$ cat src/rtl/ring_pkg.sv
// Shared definitions for the LED ring controller: FSM state encoding,
// default ring geometry, step counter width and a one-hot test helper.
// Ports: none (package).
package ring_pkg;

   typedef enum logic {
      ST_IDLE = 1'b0,
      ST_RUN  = 1'b1
   } ring_state_t;

   localparam int RING_DEF_WIDTH = 8;
   localparam int RING_DEF_INIT  = 1;
   localparam int STEP_CNT_W     = 16;

   // True when exactly one bit of v is set (v is zero-extended by callers).
   function automatic logic is_onehot(input logic [31:0] v);
      return (v != 32'd0) && ((v & (v - 32'd1)) == 32'd0);
   endfunction

endpackage

$ cat src/rtl/ring_led_ctrl_if.sv
// Control/status bundle of the LED ring controller.
// Ports: en_i, dir_i, load_i, load_val_i (controller inputs);
//        ring_o, step_o, wrap_o, step_cnt_o, err_o (controller outputs).
interface ring_led_ctrl_if
   import ring_pkg::*;
#(
   parameter int WIDTH = RING_DEF_WIDTH
);
   logic                  en_i;
   logic                  dir_i;
   logic                  load_i;
   logic [WIDTH-1:0]      load_val_i;
   logic [WIDTH-1:0]      ring_o;
   logic                  step_o;
   logic                  wrap_o;
   logic [STEP_CNT_W-1:0] step_cnt_o;
   logic                  err_o;

   // master drives the controls and observes the ring
   modport master (
      output en_i, dir_i, load_i, load_val_i,
      input  ring_o, step_o, wrap_o, step_cnt_o, err_o
   );

   // slave is the controller itself
   modport slave (
      input  en_i, dir_i, load_i, load_val_i,
      output ring_o, step_o, wrap_o, step_cnt_o, err_o
   );
endinterface

$ cat src/rtl/ring_led_ctrl_step_sync.sv
// Brings the asynchronous divided clock into clk_i and flags its rising edges.
// Ports: clk_i, sys_rst (sync, active-high), step_i (async), edge_o (1-cycle pulse).
// Latency: edge_o is high in the second cycle after step_i is first sampled high.
module step_sync (
   input  logic clk_i,
   input  logic sys_rst,
   input  logic step_i,
   output logic edge_o
);

   logic sync1_q;
   logic sync2_q;
   logic prev_q;

   always_ff @(posedge clk_i) begin
      if (sys_rst) begin
         sync1_q <= 1'b0;
         sync2_q <= 1'b0;
         prev_q  <= 1'b0;
      end else begin
         sync1_q <= step_i;
         sync2_q <= sync1_q;
         prev_q  <= sync2_q;
      end
   end

   // Only the synchronized copy is used, so one step_i rise gives one pulse.
   assign edge_o = sync2_q & ~prev_q;

endmodule

$ cat src/rtl/ring_led_ctrl.sv
// Rotating LED ring: advances one position per step_i rise while enabled.
// Ports: clk_i, sys_rst (sync, active-high), step_i (async divided clock),
//        bus (ring_led_ctrl_if.slave: enable/direction/load in, ring/status out).
// Optional: RING_SELF_CORRECT_EN replaces non-one-hot ring values with INIT and sets err_o.
module ring_led_ctrl
   import ring_pkg::*;
#(
   parameter int               WIDTH = RING_DEF_WIDTH,
   parameter logic [WIDTH-1:0] INIT  = WIDTH'(RING_DEF_INIT)
) (
   input  logic            clk_i,
   input  logic            sys_rst,
   input  logic            step_i,
   ring_led_ctrl_if.slave  bus
);

   logic                  edge_det;
   ring_state_t           state_q;
   logic [WIDTH-1:0]      ring_q;
   logic [WIDTH-1:0]      ring_rot_d;
   logic                  wrap_d;
   logic                  step_q;
   logic                  wrap_q;
   logic [STEP_CNT_W-1:0] cnt_q;
`ifdef RING_SELF_CORRECT_EN
   logic                  err_q;
`endif

   step_sync u_step_sync (
      .clk_i  (clk_i),
      .sys_rst(sys_rst),
      .step_i (step_i),
      .edge_o (edge_det)
   );

   // Rotated ring and the bit that crosses the MSB/LSB boundary, per direction.
   always_comb begin
      ring_rot_d = {ring_q[WIDTH-2:0], ring_q[WIDTH-1]};
      wrap_d     = ring_q[WIDTH-1];
      if (bus.dir_i) begin
         ring_rot_d = {ring_q[0], ring_q[WIDTH-1:1]};
         wrap_d     = ring_q[0];
      end
   end

   // Priority: reset > load > correction (optional) > advance.
   always_ff @(posedge clk_i) begin
      if (sys_rst) begin
         state_q <= ST_IDLE;
         ring_q  <= INIT;
         step_q  <= 1'b0;
         wrap_q  <= 1'b0;
         cnt_q   <= '0;
`ifdef RING_SELF_CORRECT_EN
         err_q   <= 1'b0;
`endif
      end else begin
         step_q <= 1'b0;
         wrap_q <= 1'b0;

         case (state_q)
            ST_IDLE: if (bus.en_i)  state_q <= ST_RUN;
            ST_RUN:  if (!bus.en_i) state_q <= ST_IDLE;
            default: state_q <= ST_IDLE;
         endcase

         if (bus.load_i) begin
            // Any edge detected this cycle is dropped, not deferred.
            ring_q <= bus.load_val_i;
         end
`ifdef RING_SELF_CORRECT_EN
         else if (!is_onehot(32'(ring_q))) begin
            ring_q <= INIT;
            err_q  <= 1'b1;
         end
`endif
         else if ((state_q == ST_RUN) && edge_det) begin
            ring_q <= ring_rot_d;
            step_q <= 1'b1;
            wrap_q <= wrap_d;
            cnt_q  <= cnt_q + 1'b1;
         end
      end
   end

   assign bus.ring_o     = ring_q;
   assign bus.step_o     = step_q;
   assign bus.wrap_o     = wrap_q;
   assign bus.step_cnt_o = cnt_q;
`ifdef RING_SELF_CORRECT_EN
   assign bus.err_o      = err_q;
`else
   assign bus.err_o      = 1'b0;
`endif

endmodule
$ cat src/flat_wrapper.sv
// flat-port wrapper written by rule: the top's interface ports become plain ports
module ring_led_ctrl_flat import ring_pkg::*;
#(
   parameter int               WIDTH = RING_DEF_WIDTH,
   parameter logic [WIDTH-1:0] INIT  = WIDTH'(RING_DEF_INIT)
)
  (clk_i, sys_rst, step_i, bus_en_i, bus_dir_i, bus_load_i, bus_load_val_i, bus_ring_o, bus_step_o, bus_wrap_o, bus_step_cnt_o, bus_err_o);
  ring_led_ctrl_if #(.WIDTH(WIDTH)) bus_i ();
  input  logic clk_i;
  input  logic sys_rst;
  input  logic step_i;
  input wire logic [$bits(bus_i.en_i)-1:0] bus_en_i;
  input wire logic [$bits(bus_i.dir_i)-1:0] bus_dir_i;
  input wire logic [$bits(bus_i.load_i)-1:0] bus_load_i;
  input wire logic [$bits(bus_i.load_val_i)-1:0] bus_load_val_i;
  output wire logic [$bits(bus_i.ring_o)-1:0] bus_ring_o;
  output wire logic [$bits(bus_i.step_o)-1:0] bus_step_o;
  output wire logic [$bits(bus_i.wrap_o)-1:0] bus_wrap_o;
  output wire logic [$bits(bus_i.step_cnt_o)-1:0] bus_step_cnt_o;
  output wire logic [$bits(bus_i.err_o)-1:0] bus_err_o;
  assign bus_i.en_i = bus_en_i;
  assign bus_i.dir_i = bus_dir_i;
  assign bus_i.load_i = bus_load_i;
  assign bus_i.load_val_i = bus_load_val_i;
  assign bus_ring_o = bus_i.ring_o;
  assign bus_step_o = bus_i.step_o;
  assign bus_wrap_o = bus_i.wrap_o;
  assign bus_step_cnt_o = bus_i.step_cnt_o;
  assign bus_err_o = bus_i.err_o;
  ring_led_ctrl #(.WIDTH(WIDTH), .INIT(INIT)) u_core (.clk_i(clk_i), .sys_rst(sys_rst), .step_i(step_i), .bus(bus_i));
endmodule
$ cat config.mk
export PLATFORM = sky130hd
export DESIGN_NAME = ring_led_ctrl_flat
export DESIGN_NICKNAME = d
export VERILOG_FILES = /design/src/rtl/ring_pkg.sv /design/src/rtl/ring_led_ctrl_if.sv /design/src/rtl/ring_led_ctrl_step_sync.sv /design/src/rtl/ring_led_ctrl.sv /design/src/flat_wrapper.sv
export SDC_FILE = /design/constraint.sdc
export NUM_CORES = 1
export LEC_CHECK = 0
export BUFFER_PORTS_ARGS = -buffer_cell sky130_fd_sc_hd__buf_2
export CORE_UTILIZATION = 50
export CTS_BUF_LIST = sky130_fd_sc_hd__clkbuf_4 sky130_fd_sc_hd__clkbuf_8 sky130_fd_sc_hd__clkbuf_16
export DETAILED_ROUTE_END_ITERATION = 16
export PLACE_DENSITY = 0.84
export SLEW_MARGIN = 25
export SYNTH_ARGS = -nofsm -noshare
export SYNTH_HDL_FRONTEND = slang
export SYNTH_SLANG_ARGS = --single-unit
$ cat constraint.sdc
create_clock -name clk_i -period 2.2 [get_ports clk_i]
set_clock_uncertainty 0.15 [all_clocks]
set_input_delay 0.22 -clock clk_i [delete_from_list [all_inputs] [get_ports clk_i]]
set_output_delay 0.22 -clock clk_i [all_outputs]
set_load 0.02 [all_outputs]
# ---- Yosys cells after proc, flatten, opt, wreduce, memory -nomap -nowiden
# Index checks and enable logic that the tools add are counted.
dict set report totals {
  regBits 30
  inputBits 14
  out_inout_bits 27
  wordCells 24
}
dict set report classes {
  add_sub_neg 1
  n_mux 6
  bitwise 4
  reduce_logical 5
}
# operator n
set ops {}
lappend ops {{8-bit 2-to-1 mux} 3}
lappend ops {{16-bit by 1-bit adder with 16-bit output, second input constant} 1}
lappend ops {{1-bit 2-to-1 mux} 3}
lappend ops {{1-bit inverter} 3}
lappend ops {{3-bit OR reduction} 1}
lappend ops {{2-bit AND reduction} 1}
lappend ops {{2-bit nonzero test} 1}
lappend ops {{2-bit OR reduction} 1}
lappend ops {{1-bit AND} 1}
lappend ops {{1-bit logical AND} 1}

# ---- Longest topological paths before layout
# Gate-level depths: netlist of the first run.
dict set report depth {
  word_depth 5
  ltp_mapped 6
  depth_no_buf 5
}

# ---- Cells and area by module
# Synthesis of the first run repeated with hierarchy kept, for this count alone.
dict set report hier_totals {
  cells_unflattened 157
  area_unflattened_um2 1405.1
}
# module n_inst cells_per_inst area_each_um2 seq_area_each_um2
set by_module_without_submodules {}
lappend by_module_without_submodules {ring_led_ctrl 1 150 1317.5 540.5}
lappend by_module_without_submodules {step_sync 1 7 87.6 60.1}

# ---- Least setup slack after synthesis of the first run
# OpenSTA, ideal clock, no wires.
dict set report synth_path {
  path_type {flip-flop to flip-flop}
  start {reg u_core.cnt_q[0] (netlist: u_core.bus.step_cnt_o[0])}
  end {reg u_core.cnt_q[12] (netlist: u_core.bus.step_cnt_o[12])}
  arrival_time_ns 1.613
  t_required_ns 1.929
  slack_ns 0.316
  path_stages_with_launch 6
  n_path_buf 0
  period_less_slack_ns 1.884
  cell_sequence {dfxtp_1 -> ha_1 -> nand2_1 -> nor4_1 -> nand3_1 -> mux2_2}
}
dict set report synth_via {
  elab_chain_cells 1
}
# item line
set synth_rtl {}
lappend synth_rtl {{from (decl)} ring_led_ctrl.sv:24} ;# logic [STEP_CNT_W-1:0] cnt_q;
lappend synth_rtl {{from (signal assigned)} ring_led_ctrl.sv:81} ;# cnt_q <= cnt_q + 1'b1;
lappend synth_rtl {{16-bit by 1-bit adder with 16-bit output} ring_led_ctrl.sv:81}
# Every way passes these cells.
# A chain may end at the register's enable or synchronous reset.

# ---- Worst setup path in the final report of the first run
dict set report layout_path {
  start {reg u_core.u_step_sync.sync2_q}
  end {reg u_core.cnt_q[15] (netlist: u_core.bus.step_cnt_o[15])}
}
dict set report layout_via {
  elab_chain_cells 3
}
# item line
set layout_rtl {}
lappend layout_rtl {{from (decl)} ring_led_ctrl_step_sync.sv:12} ;# logic sync2_q;
lappend layout_rtl {{from (signal assigned)} ring_led_ctrl_step_sync.sv:22} ;# sync2_q <= sync1_q;
lappend layout_rtl {{1-bit AND} ring_led_ctrl_step_sync.sv:28} ;# assign edge_o = sync2_q & ~prev_q;
lappend layout_rtl {{1-bit logical AND} ring_led_ctrl.sv:77} ;# else if ((state_q == ST_RUN) && edge_det) begin
lappend layout_rtl {{2-bit AND reduction (no source line)} -}
# Every way passes these cells.

==> results of run 1 <==
## repair_timing
action | 4_1_cts | 5_1_grt
endpoints found under the setup margin | 0 | 1
hold endpoints to repair | 2 | 0
buffers inserted | 0 | 0
hold buffers | 2 | 0
gates resized for setup | 0 | 1
## cells in the mapped netlist, types with 2 or more instances
| library cell | n |
|---|---|
| and3_1 | 2 |
| or3_1 | 3 |
| nand3_1 | 9 |
| nand2_1 | 23 |
| mux2_2 | 3 |
| nand4_1 | 4 |
| clkbuf_1 | 4 |
| dfxtp_1 | 30 |
| o21ai_0 | 10 |
| nor3_1 | 2 |
| xor2_1 | 6 |
| inv_1 | 2 |
| a21oi_1 | 11 |
| nor2_1 | 13 |
| nor2b_1 | 6 |
| xnor2_1 | 3 |
| mux2i_1 | 8 |
## metal layers
metal | GRT usage, % | part of all wire [%] | vias to the layer above
met5 | 0 | 0 | -
met4 | 7.69 | 1.3 | 0
met3 | 9.44 | 6.3 | 6
met2 | 39.0 | 47 | 37
met1 | 23.5 | 45 | 559
li1 | - | - | 626
## power by group
| group | leakage [nW] | switching (mW) | internal (mW) |
|---|---|---|---|
| sequential | 0.244 | 0.0124 | 0.554 |
| clock | 0.0322 | 0.171 | 0.145 |
| combinational | 0.435 | 0.0514 | 0.0391 |
## path summary, 6_finish.rpt
| kind | startpoint | end | slack, ns | cells past startpoint |
|---|---|---|---|---|
| worst max register to register | u_core.u_step_sync.sync2_q$_SDFF_PP0_ | u_core.bus.step_cnt_o[15]$_SDFFE_PP0P_ | 0.27 | 4 |
| worst min-delay path | bus_load_val_i[0] | u_core.bus.ring_o[0]$_SDFFE_PP1P_ | 0.01 | 3 |
| worst max-delay path | u_core.u_step_sync.sync2_q$_SDFF_PP0_ | u_core.bus.step_cnt_o[15]$_SDFFE_PP0P_ | 0.27 | 4 |
| worst min register to register | u_core.u_step_sync.sync1_q$_SDFF_PP0_ | u_core.u_step_sync.sync2_q$_SDFF_PP0_ | 0.31 | 1 |
## through the flow
step	total power, mW	instance area (sq um)
after floorplan	0.640	1370
after global placement	0.664	1570
after detailed placement	0.667	1570
after CTS	0.981	1640
after global routing	1.02	1650
final	0.973	1650
## state kept, by name (all words and copies together), names as in the netlist
name,cells
u_core.state_q,1
u_core.bus.step_cnt_o,16
u_core.u_step_sync.sync2_q,1
u_core.bus.ring_o,8
u_core.bus.wrap_o,1
u_core.u_step_sync.prev_q,1
u_core.u_step_sync.sync1_q,1
u_core.bus.step_o,1
## critical path, cell delays in order (launching register included)
cell	delay, ns
dfxtp_1	0.44
nand4bb_4	0.19
or4_4	0.59
or3_1	0.35
a21oi_1	0.14
## final cells by class
type                    count  share of cell area [%]
multi-input cells         117                    44.1
flip-flops and latches     30                    36.5
repair buffers             42                    13.5
clock buffers               7                    3.19
well taps                  30                    2.28
inverters                   2                   0.456
## cells by family (layout without fill, tap and decap cells)
group                    after synthesis  count (layout)
flip-flops                            30              30
AND/OR/NAND/NOR                       69              69
multiplexers                          11              11
buffers and inverters                 10              51
adder cells (fa/ha/maj)                1               1
AO/OA/AOI/OAI                         26              26
XOR/XNOR                               9               9
other                                  1               1
==> metrics list, run 1 <==
- The via count of the first global-routing pass was 1,057.
- After legalization and detailed placement, the total HPWL measured 2120 um.
- Measured against the total synthesized area, the mux share comes to 8.31%.
- Largest cells by area after synthesis: dfxtp_1, nand2_1, mux2i_1, a21oi_1, xor2_1
* Full die area: 0.00295 sq mm
* Number of inserted filler cells in the final layout: 214
* H-Tree Depth: 2
* Mean routed wirelength per cell: 13.1 um
- Sequential cells were found to cover 43.8% of the synthesized design area.
- The number of antenna diodes in the final layout is 0.
* Share of synthesized cell area in full adder, half adder and majority cells: 0.913%
* Effective utilization at floorplan: 54.3%
- Counting every instance in the synthesized netlist gives 157.
- Detail-routed via count per cell: 5.39
* # IOs: 41
* Total congestion overflow: 0
- Number of buffers between clock root and the deepest sink: 2
- The number of nets handed over by synthesis was 172.
- Clock network latency to the later pin of the worst-skew pair: 0.33 ns
- Width of the die: 54.3 um
- Core Area: 0.00252 sq mm
- Fin nets: 213
- Placer congestion estimate: 0.748
- Summing the areas of all xor and xnor instances in the mapped netlist gives 5.75% of the synthesized area.
- Residual antenna-violating net count after detailed routing: 0
- The synthesized design contains 0 enable-type register cells.
- Summed over its instances, the top area cell type makes up 43.8% of the synthesized netlist area.
- After synthesis, the netlist uses 35 different library cells.
- Worst slack, placed: 0.260 ns
- Maximum achievable frequency: 518 MHz
- Buffers added on ports: 39
- DRC Markers: 0
* Type of the worst setup path: reg -> reg
- Setup repair after global routing left no endpoint under its margin.
- For the pin with the worst max-slew slack, the measured transition is 0.648 ns.
* Proportion of layout cells with a drive suffix above 1: 27.8%
- Power density over cell area: 591 mW/mm^2
- The first detailed-routing pass ran for 4 iterations.
- Post-synthesis cell type with the largest combined area: dfxtp_1
* Area fraction in compound gates after synthesis: 10.7%
* Data arrival time of the critical path: 2.04 ns
- Number of register bits inferred by synthesis: 30
- Tightest slew margin relative to the limit: 56.6%
- The tightest min-delay check is of the in -> reg type.
* Clock net sink count: 30
- Overall routed net length: 2980 um
- Counting tap cells, the placed design contains a total of 219 instances.
* Most used flip-flop cell after synthesis: dfxtp_1
- Chip Height: 54.3 um
* Total negative slack for setup checks: 0 ns
* Clock tree from TritonCTS: yes
* Combined area of all synthesized cells: 0.00137 sq mm
- Leaving out fill and tap cells, the most frequent cells in the layout are buf_2, dfxtp_1, nand2_1.
- Final core utilization: 65.3%
* Maximum fanout encountered on the critical timing path: 7
- A synthesized cell averages 8.73 sq um.
* Count of endpoints failing setup in the final report: 0
- Global-route wire length before repair: 4490 um
- The number of hold violations in the final report came to 0.
- The tool flagged a number of max-cap violations equal to 0.
- In the final layout, the multi-input gates occupy 726 sq um.
- Endpoint type of the worst setup path: flip-flop
- In this run, the number of DRC markers left after iteration 0 of detailed routing was 10.
* Cts bufs inserted: 5
* Combinational family with the most area after synthesis: simple AND/OR/NAND/NOR gates
- The routed layout has 1,228 vias.
- Type of origin of the critical path: flip-flop
* Footprint of the flip-flops and latches: 601 sq um
- The number of max-slew violations in the final report is 0.
- In the post-route analysis, the smallest setup slack over all paths is 0.268 ns.
- Area added between synthesis and finish: 20.2%
* Critical path required time: 2.30 ns
* Synthesized-area fraction occupied by and/or/nand/nor cells: 26.6%
- Global routing used 22.2% of the available tracks.
- Clock-pin slew was measured on the worst setup and hold paths at 0.09 ns.
- Static leakage power: 0.711 nW
* Peak ir drop on the vdd network: 0.457 mV
- Fraction of the cycle the final worst path needs: 87.8%
* Most frequent standard cell in the layout excluding fill and tap cells: buf_2
- Status: finished clean
- Of all flip-flops after synthesis, the portion carrying an async set or reset was 0%.
* Initial antenna violation count: 0
* Final instance count without filler cells: 228
- The worst path needs 1.93 ns of the cycle, external delays included.
* Yosys warnings: 0
* Maximum number of pins on one net before global-route repair: 33
- Row generation in the floorplan step produced 18 rows.
- CTS placed an instance of clkbuf_4 at the clock tree root.
- Final-layout worst hold slack: 0.0149 ns
No activity file was read; power rests on OpenSTA's default activity.
==> inputs of run 2 (changes only) <==
--- a/config.mk
+++ b/config.mk
@@ -7,7 +7,6 @@
 export LEC_CHECK = 0
 export BUFFER_PORTS_ARGS = -buffer_cell sky130_fd_sc_hd__buf_2
 export CORE_UTILIZATION = 50
-export CTS_BUF_LIST = sky130_fd_sc_hd__clkbuf_4 sky130_fd_sc_hd__clkbuf_8 sky130_fd_sc_hd__clkbuf_16
 export DETAILED_ROUTE_END_ITERATION = 16
 export PLACE_DENSITY = 0.84
 export SLEW_MARGIN = 25
==> run 2 against run 1 <==
- die area unchanged
- global-route usage down 0.058 points
- critical path type unchanged
- critical endpoint unchanged
- clock power down 8.9%
==> metrics list, run 2 (synthesis results as in run 1) <==
* Number of buffers between clock root and the deepest sink: 2 (unchanged)
- Setup repair after global routing left no endpoint under its margin.
* Total congestion overflow: 0 (unchanged)
* Vias: 1,229 (+0.081%)
* Status: finished clean
* CTS clock-pin slew for the worst setup and hold paths: 0.08 ns (about the same)
- The path class of the tightest hold or removal check is in -> reg.
* Maximum achievable frequency: 519 MHz (+0.36%)
* Largest stage delay on the critical path: 0.59 ns (about the same)
- Overall global routing resource usage: 22.1% (-0.058 points)
- Peak ir drop on the vdd network: 0.448 mV (-2.0%)
* Total negative slack for setup checks: 0 ns (unchanged)
* Fraction of the cycle the final worst path needs: 87.5% (-0.31 points)
* Tightest slew margin relative to the limit: 56.3% (-0.30 points)
* Worst slack, placed: 0.260 ns (unchanged)
- Proportion of layout cells with a drive suffix above 1: 26.8% (-1.0 points)
- Number of detailed-routing iterations run before antenna repair: 5 (+1)
- The core area came to 0.00252 sq mm (unchanged).
- Leaving out fill and tap cells, the most frequent cells in the layout are buf_2, dfxtp_1, nand2_1.
- Number of flip-flops in the largest register: 16 (unchanged)
* Site row count: 18 (unchanged)
- STA classifies the critical path endpoint as a flip-flop.
* Cts bufs inserted: 5 (unchanged)
* Number of inserted filler cells in the final layout: 215 (+0.47%)
- The critical path goes through nand4bb_4, or4_4, or3_1, a21oi_1.
- The number of hold violations in the final report came to 0 (unchanged).
* Slew Limit Fails: 0 (unchanged)
- TritonCTS built the clock tree.
* Power density over cell area: 577 mW/mm^2 (-2.4%)
- The cell count after placement came to 219 (unchanged).
- H-Tree Depth: 2 (unchanged)
- The critical path data required time is 2.30 ns (about the same).
- The starting density of the core is 54.3% (unchanged).
* Most frequent standard cell in the layout excluding fill and tap cells: buf_2
- The slew at the pin closest to its max-slew limit was 0.653 ns (+0.00448 ns).
- Fin nets: 213 (unchanged)
- Via count of the first global-routing pass: 1,055 (-0.19%)
* Final Worst Setup Slack: 0.275 ns (+0.00686 ns)
- Final critical-path required period: 1.92 ns (-0.00686 ns)
- Maximum number of pins on one net before global-route repair: 33 (unchanged)
* Buffers added on ports: 39 (unchanged)
* Maxcap violations: 0 (unchanged)
- Full die area: 0.00295 sq mm (unchanged)
- Count of endpoints failing setup in the final report: 0 (unchanged)
- The root buffer cell chosen for the clock tree is clkbuf_4.
- Detail-routed via count per cell: 5.39 (about the same)
* Clock net sink count: 30 (unchanged)
* Type of origin of the critical path: flip-flop
* Final design area excluding fillers: 0.00164 sq mm (-0.46%)
* Number of diodes: 0 (unchanged)
- The initial antenna violation count was 0 (unchanged).
- Data arrival time of the critical path: 2.03 ns (about the same)
- Width of the die: 54.3 um (unchanged)
* Type of the worst setup path: reg -> reg
- The total leakage power was 0.704 nW (-0.96%).
- Global-route wire length before repair: 4480 um (-0.29%)
- Mean routed wirelength per cell: 13.0 um (-0.20%)
* Combined buffer and inverter count along the critical path: 0 (unchanged)
- Final instance count without filler cells: 228 (unchanged)
- Placer congestion estimate: 0.748 (unchanged)
* Maximum fanout encountered on the critical timing path: 7 (unchanged)
* # IOs: 41 (unchanged)
* Chip Height: 54.3 um (unchanged)
- The remaining antenna violation count is 0 (unchanged).
- Cell at the slowest stage of the critical path: or4_4
* Category of cells accounting for the largest share of critical-path delay: simple AND/OR/NAND/NOR gates
- Post-CTS repair timing setup buffer count: 0 (unchanged)
* DRC Markers: 0 (unchanged)
* Placed instance area: 0.00157 sq mm (unchanged)
- Overall routed net length: 2980 um (-0.20%)
* Clock network latency to the later pin of the worst-skew pair: 0.32 ns (about the same)
- DR iter-0 viols: 16 (+6)
* Final HPWL from detailed placement: 2120 um (unchanged)
- Area added between synthesis and finish: 19.6%
run 2: cell counts in the layout (fill, tap and decap cells not counted):
No cell type changed its count.
run 2: worst paths after layout:
kind / startpoint / to / slack (ns) / cells past startpoint
min reg2reg: u_core.u_step_sync.sync1_q$_SDFF_PP0_ / u_core.u_step_sync.sync2_q$_SDFF_PP0_ / 0.31 / 1
max reg2reg: u_core.u_step_sync.sync2_q$_SDFF_PP0_ / u_core.bus.step_cnt_o[15]$_SDFFE_PP0P_ / 0.28 / 4
min: bus_load_val_i[0] / u_core.bus.ring_o[0]$_SDFFE_PP1P_ / 0.02 / 3
max: u_core.u_step_sync.sync2_q$_SDFF_PP0_ / u_core.bus.step_cnt_o[15]$_SDFFE_PP0P_ / 0.28 / 4
run 2: cell type report:
cell class / count / area (sq um) / share of cell area [%]
clock buffers: 7 / 45.0 / 2.75
inverters: 2 / 7.51 / 0.458
repair buffers: 42 / 223 / 13.6
well taps: 30 / 37.5 / 2.29
multi-input cells: 117 / 726 / 44.3
flip-flops and latches: 30 / 601 / 36.6
run 2: metrics by stage:
step | utilization, % | power (mW) | hold slack, ns
after floorplan | - | 0.640 | 0.198
after global placement | 62.2 | 0.664 | 0.283
after detailed placement | 62.2 | 0.667 | 0.293
after CTS | 64.7 | 0.955 | 0.00520
after global routing | 65.0 | 0.997 | 0.0372
final | 65.0 | 0.945 | 0.0151
run 2: layer usage:
| metal | vias up | global-route usage [%] | wire length [um] |
|---|---|---|---|
| met5 | - | 0 | 0 |
| met4 | 0 | 7.69 | 42 |
| met3 | 8 | 9.44 | 195 |
| met2 | 43 | 38.8 | 1390 |
| met1 | 552 | 23.5 | 1350 |
| li1 | 626 | - | - |
run 2: worst reg2reg max path, stage by stage, from the launching register on:
cell and delay, ns:
dfxtp_1 0.44, nand4bb_4 0.19, or4_4 0.59, or3_1 0.35, a21oi_1 0.14
run 2: what timing repair did:
action	in CTS	in global routing
hold buffers	2	0
hold endpoints to repair	2	0
gates resized for setup	0	1
setup endpoints to repair	0	1
run 2: power by group:
group | total [mW] | internal, mW | switching, mW
Sequential | 0.567 | 0.554 | 0.0124
Clock | 0.288 | 0.120 | 0.168
Combinational | 0.0906 | 0.0391 | 0.0515
==> inputs of run 3 (changes only) <==
--- a/config.mk
+++ b/config.mk
@@ -9,6 +9,7 @@
 export CORE_UTILIZATION = 50
 export DETAILED_ROUTE_END_ITERATION = 16
 export PLACE_DENSITY = 0.84
+export RECOVER_POWER = 50
 export SLEW_MARGIN = 25
 export SYNTH_ARGS = -nofsm -noshare
 export SYNTH_HDL_FRONTEND = slang
==> run 3 against run 2 <==
- hold slack barely moved
- critical path depth unchanged
- register-to-register slack barely moved
==> metrics list, run 3 (synthesis results as in run 1) <==
* HP Class: in -> reg
- The worst setup path is launched from a flip-flop.
- In this run the critical register-to-register path is launched from u_core.u_step_sync.sync2_q$_SDFF_PP0_.
- Final number of hold-violating endpoints: 0 (unchanged)
* Core Area: 0.00252 sq mm (unchanged)
- Unrepaired setup endpoints after global routing: no
* Status: finished clean
* CTS clock-pin slew for the worst setup and hold paths: 0.08 ns (about the same)
- The post-route clock period utilization is 88.1% (+0.63 points).
- Effective utilization at floorplan: 54.3% (unchanged)
- In the layout the commonest cells are dfxtp_1, nand2_1, clkbuf_1.
- The post-route DRC violation count came to 0 (unchanged).
* Total negative slack for setup checks: 0 ns (unchanged)
- The remaining antenna violation count is 0 (unchanged).
* Clock net sink count: 30 (unchanged)
- The final weighted congestion in routability-driven placement came to 0.748 (unchanged).
- The share of power burned in the clock network is 30.5% (about the same).
- The relative contribution of sequential cells to total power is 60.1% (about the same).
- The count of routing violations after the opening detailed-route iteration was 17 (+1).
- Maxcap violations: 0 (unchanged)
* Post-route total power: 0.943 mW (-0.23%)
- The net switching fraction of the power was 24.6% (+0.069 points).
* Static leakage power: 0.618 nW (-12%)
* Worst reg2reg path depth: 4 (unchanged)
* Final HPWL from detailed placement: 2120 um (unchanged)
* Via count of the first global-routing pass: 1,055 (unchanged)
* Cts bufs inserted: 5 (unchanged)
* Total congestion overflow: 0 (unchanged)
* Cell at the slowest stage of the critical path: or4_4
- Area added between synthesis and finish: 17.7%
* Tightest slew margin relative to the limit: 12.1% (-44 points)
- The combinational cell fraction of total power is 9.4% (-0.2 points).
- Slew Limit Fails: 0 (unchanged)
- Fin nets: 213 (unchanged)
- Placed instance area: 0.00157 sq mm (unchanged)
- Site row count: 18 (unchanged)
- Initial antenna violation count: 0 (unchanged)
* Full die area: 0.00295 sq mm (unchanged)
- The detailed-route via count is 1,239 (+0.81%).
- Proportion of layout cells with a drive suffix above 1: 16.2% (-11 points)
* Final critical-path required period: 1.94 ns (+0.0138 ns)
- The maximum cell stage delay along the critical path was 0.59 ns (about the same).
* Net switching power: 0.232 mW (about the same)
* Type of the worst setup path: reg -> reg
- Clock network latency to the later pin of the worst-skew pair: 0.32 ns (about the same)
* Count of endpoints failing setup in the final report: 0 (unchanged)
- Number of flip-flops in the largest register: 16 (unchanged)
* Maximum number of pins on one net before global-route repair: 33 (unchanged)
- CTS placed an instance of clkbuf_4 at the clock tree root.
* Series of cell instances along the critical path: nand4bb_4, or4_4, or3_1, a21oi_1
- The setup slack after layout is 0.261 ns (-0.0138 ns).
- The smallest hold slack was 0.0152 ns (+0.000160 ns).
- Data arrival time of the critical path: 2.03 ns (about the same)
- Reg-to-Reg End: u_core.bus.step_cnt_o[15]$_SDFFE_PP0P_
- The worst setup path is captured at a flip-flop.
- The average detailed-routed wire length per instance was 13.1 um (+0.34%).
- Hold Crit Endpoint: u_core.bus.ring_o[0]$_SDFFE_PP1P_
- The wire length of the first global-routing pass came to 4480 um (unchanged).
* Overall routed net length: 2990 um (+0.34%)
* Detail-routed via count per cell: 5.43 (+0.81%)
- Worst slack, placed: 0.260 ns (unchanged)
- The cell area after layout came to 0.00161 sq mm (-1.6%).
* Pin slew with the least headroom to its limit: 1.32 ns (+0.665 ns)
- The register-to-register path setup slack is 0.26 ns (about the same).
- Cells on Worst Hold Path: 3 (unchanged)
- Clock tree from TritonCTS: yes
* Worst min-delay path startpoint: bus_load_val_i[0]
* Critical path required time: 2.29 ns (about the same)
* Number of detailed-routing iterations run before antenna repair: 4 (-1)
- Maximum achievable frequency: 516 MHz (-0.71%)
- The count of input and output buffers was 39 (unchanged).
- The number of H-tree branching levels is 2 (unchanged).
- Number of diodes: 0 (unchanged)
- The number of top-level pins was 41 (unchanged).
* Overall global routing resource usage: 22.1% (unchanged)
- The design internal power was 0.711 mW (-0.32%).
- The chip height was 54.3 um (unchanged).
* Power density over cell area: 585 mW/mm^2 (+1.4%)
- The clock tree buffer depth came to 2 (unchanged).
- Peak ir drop on the vdd network: 0.446 mV (-0.36%)
- Maximum fanout encountered on the critical timing path: 7 (unchanged)
- Leaving out fill and tap cells, the most frequent cell in the layout is dfxtp_1.
- The die width is 54.3 um (unchanged).
[run 3: timing repair]
item	in CTS	in global routing
resized for setup	0	1
endpoints found under the setup margin	0	1
hold buffers	2	0
endpoints found under the hold margin	2	0
setup buffers	0	0
[run 3: cell type report]
cell class                      instances  area (sq um)
Tap cell                               30          37.5
Fill cell                             231           910
Timing Repair Buffer                   42           196
Clock buffer                            7          45.0
Inverter                                2          7.51
Multi-Input combinational cell        117           726
Sequential cell                        30           601
[run 3: power groups by stage]
stage	combinational, mW	clock (mW)	sequential [mW]
global placement	0.0855	0	0.578
detailed placement	0.0880	0	0.579
global route	0.0978	0.329	0.569
CTS	0.0909	0.298	0.566
finish	0.0884	0.288	0.567
floorplan	0.0523	0	0.587
[run 3: worst max-delay path: cells and delay by family, from the launching register on]
family             cells  cell delay, ns
DFF                    1            0.44
and+or+nand+nor        3            1.13
AOI/OAI and AO/OA      1            0.14
[run 3: how the worst max path moves through the flow]
| stage | from | to | slack [ns] | depth (start not counted) |
|---|---|---|---|---|
| 2_1_floorplan | u_core.bus.step_cnt_o[0]$_SDFFE_PP0P_ | u_core.bus.step_cnt_o[12]$_SDFFE_PP0P_ | 0.32 | 5 |
| 3_3_place_gp | bus_load_i | u_core.bus.step_cnt_o[15]$_SDFFE_PP0P_ | 0.35 | 5 |
| 3_5_place_dp | u_core.bus.step_cnt_o[0]$_SDFFE_PP0P_ | u_core.bus.step_cnt_o[12]$_SDFFE_PP0P_ | 0.26 | 5 |
| 4_1_cts | u_core.bus.step_cnt_o[0]$_SDFFE_PP0P_ | u_core.bus.step_cnt_o[12]$_SDFFE_PP0P_ | 0.23 | 5 |
| 5_1_grt | u_core.u_step_sync.sync2_q$_SDFF_PP0_ | u_core.bus.step_cnt_o[15]$_SDFFE_PP0P_ | 0.14 | 4 |
| 6_report | u_core.u_step_sync.sync2_q$_SDFF_PP0_ | u_core.bus.step_cnt_o[15]$_SDFFE_PP0P_ | 0.26 | 4 |
[run 3: per-stage QoR]
| step | instances | util, % |
|---|---|---|
| global placement | 219 | 62.2 |
| floorplan | 157 | - |
| global route | 228 | 63.9 |
| detailed placement | 219 | 62.2 |
| finish | 228 | 63.9 |
| CTS | 228 | 64.7 |
[run 3: routing by layer]
layer | share of wire [%] | vias to the layer above | GRT usage (%) | wire [um]
met1 | 44 | 561 | 23.5 | 1320
met4 | 1.3 | 0 | 7.69 | 40
li1 | - | 626 | - | -
met5 | 0 | - | 0 | 0
met3 | 7.1 | 8 | 9.44 | 212
met2 | 47 | 44 | 38.8 | 1410
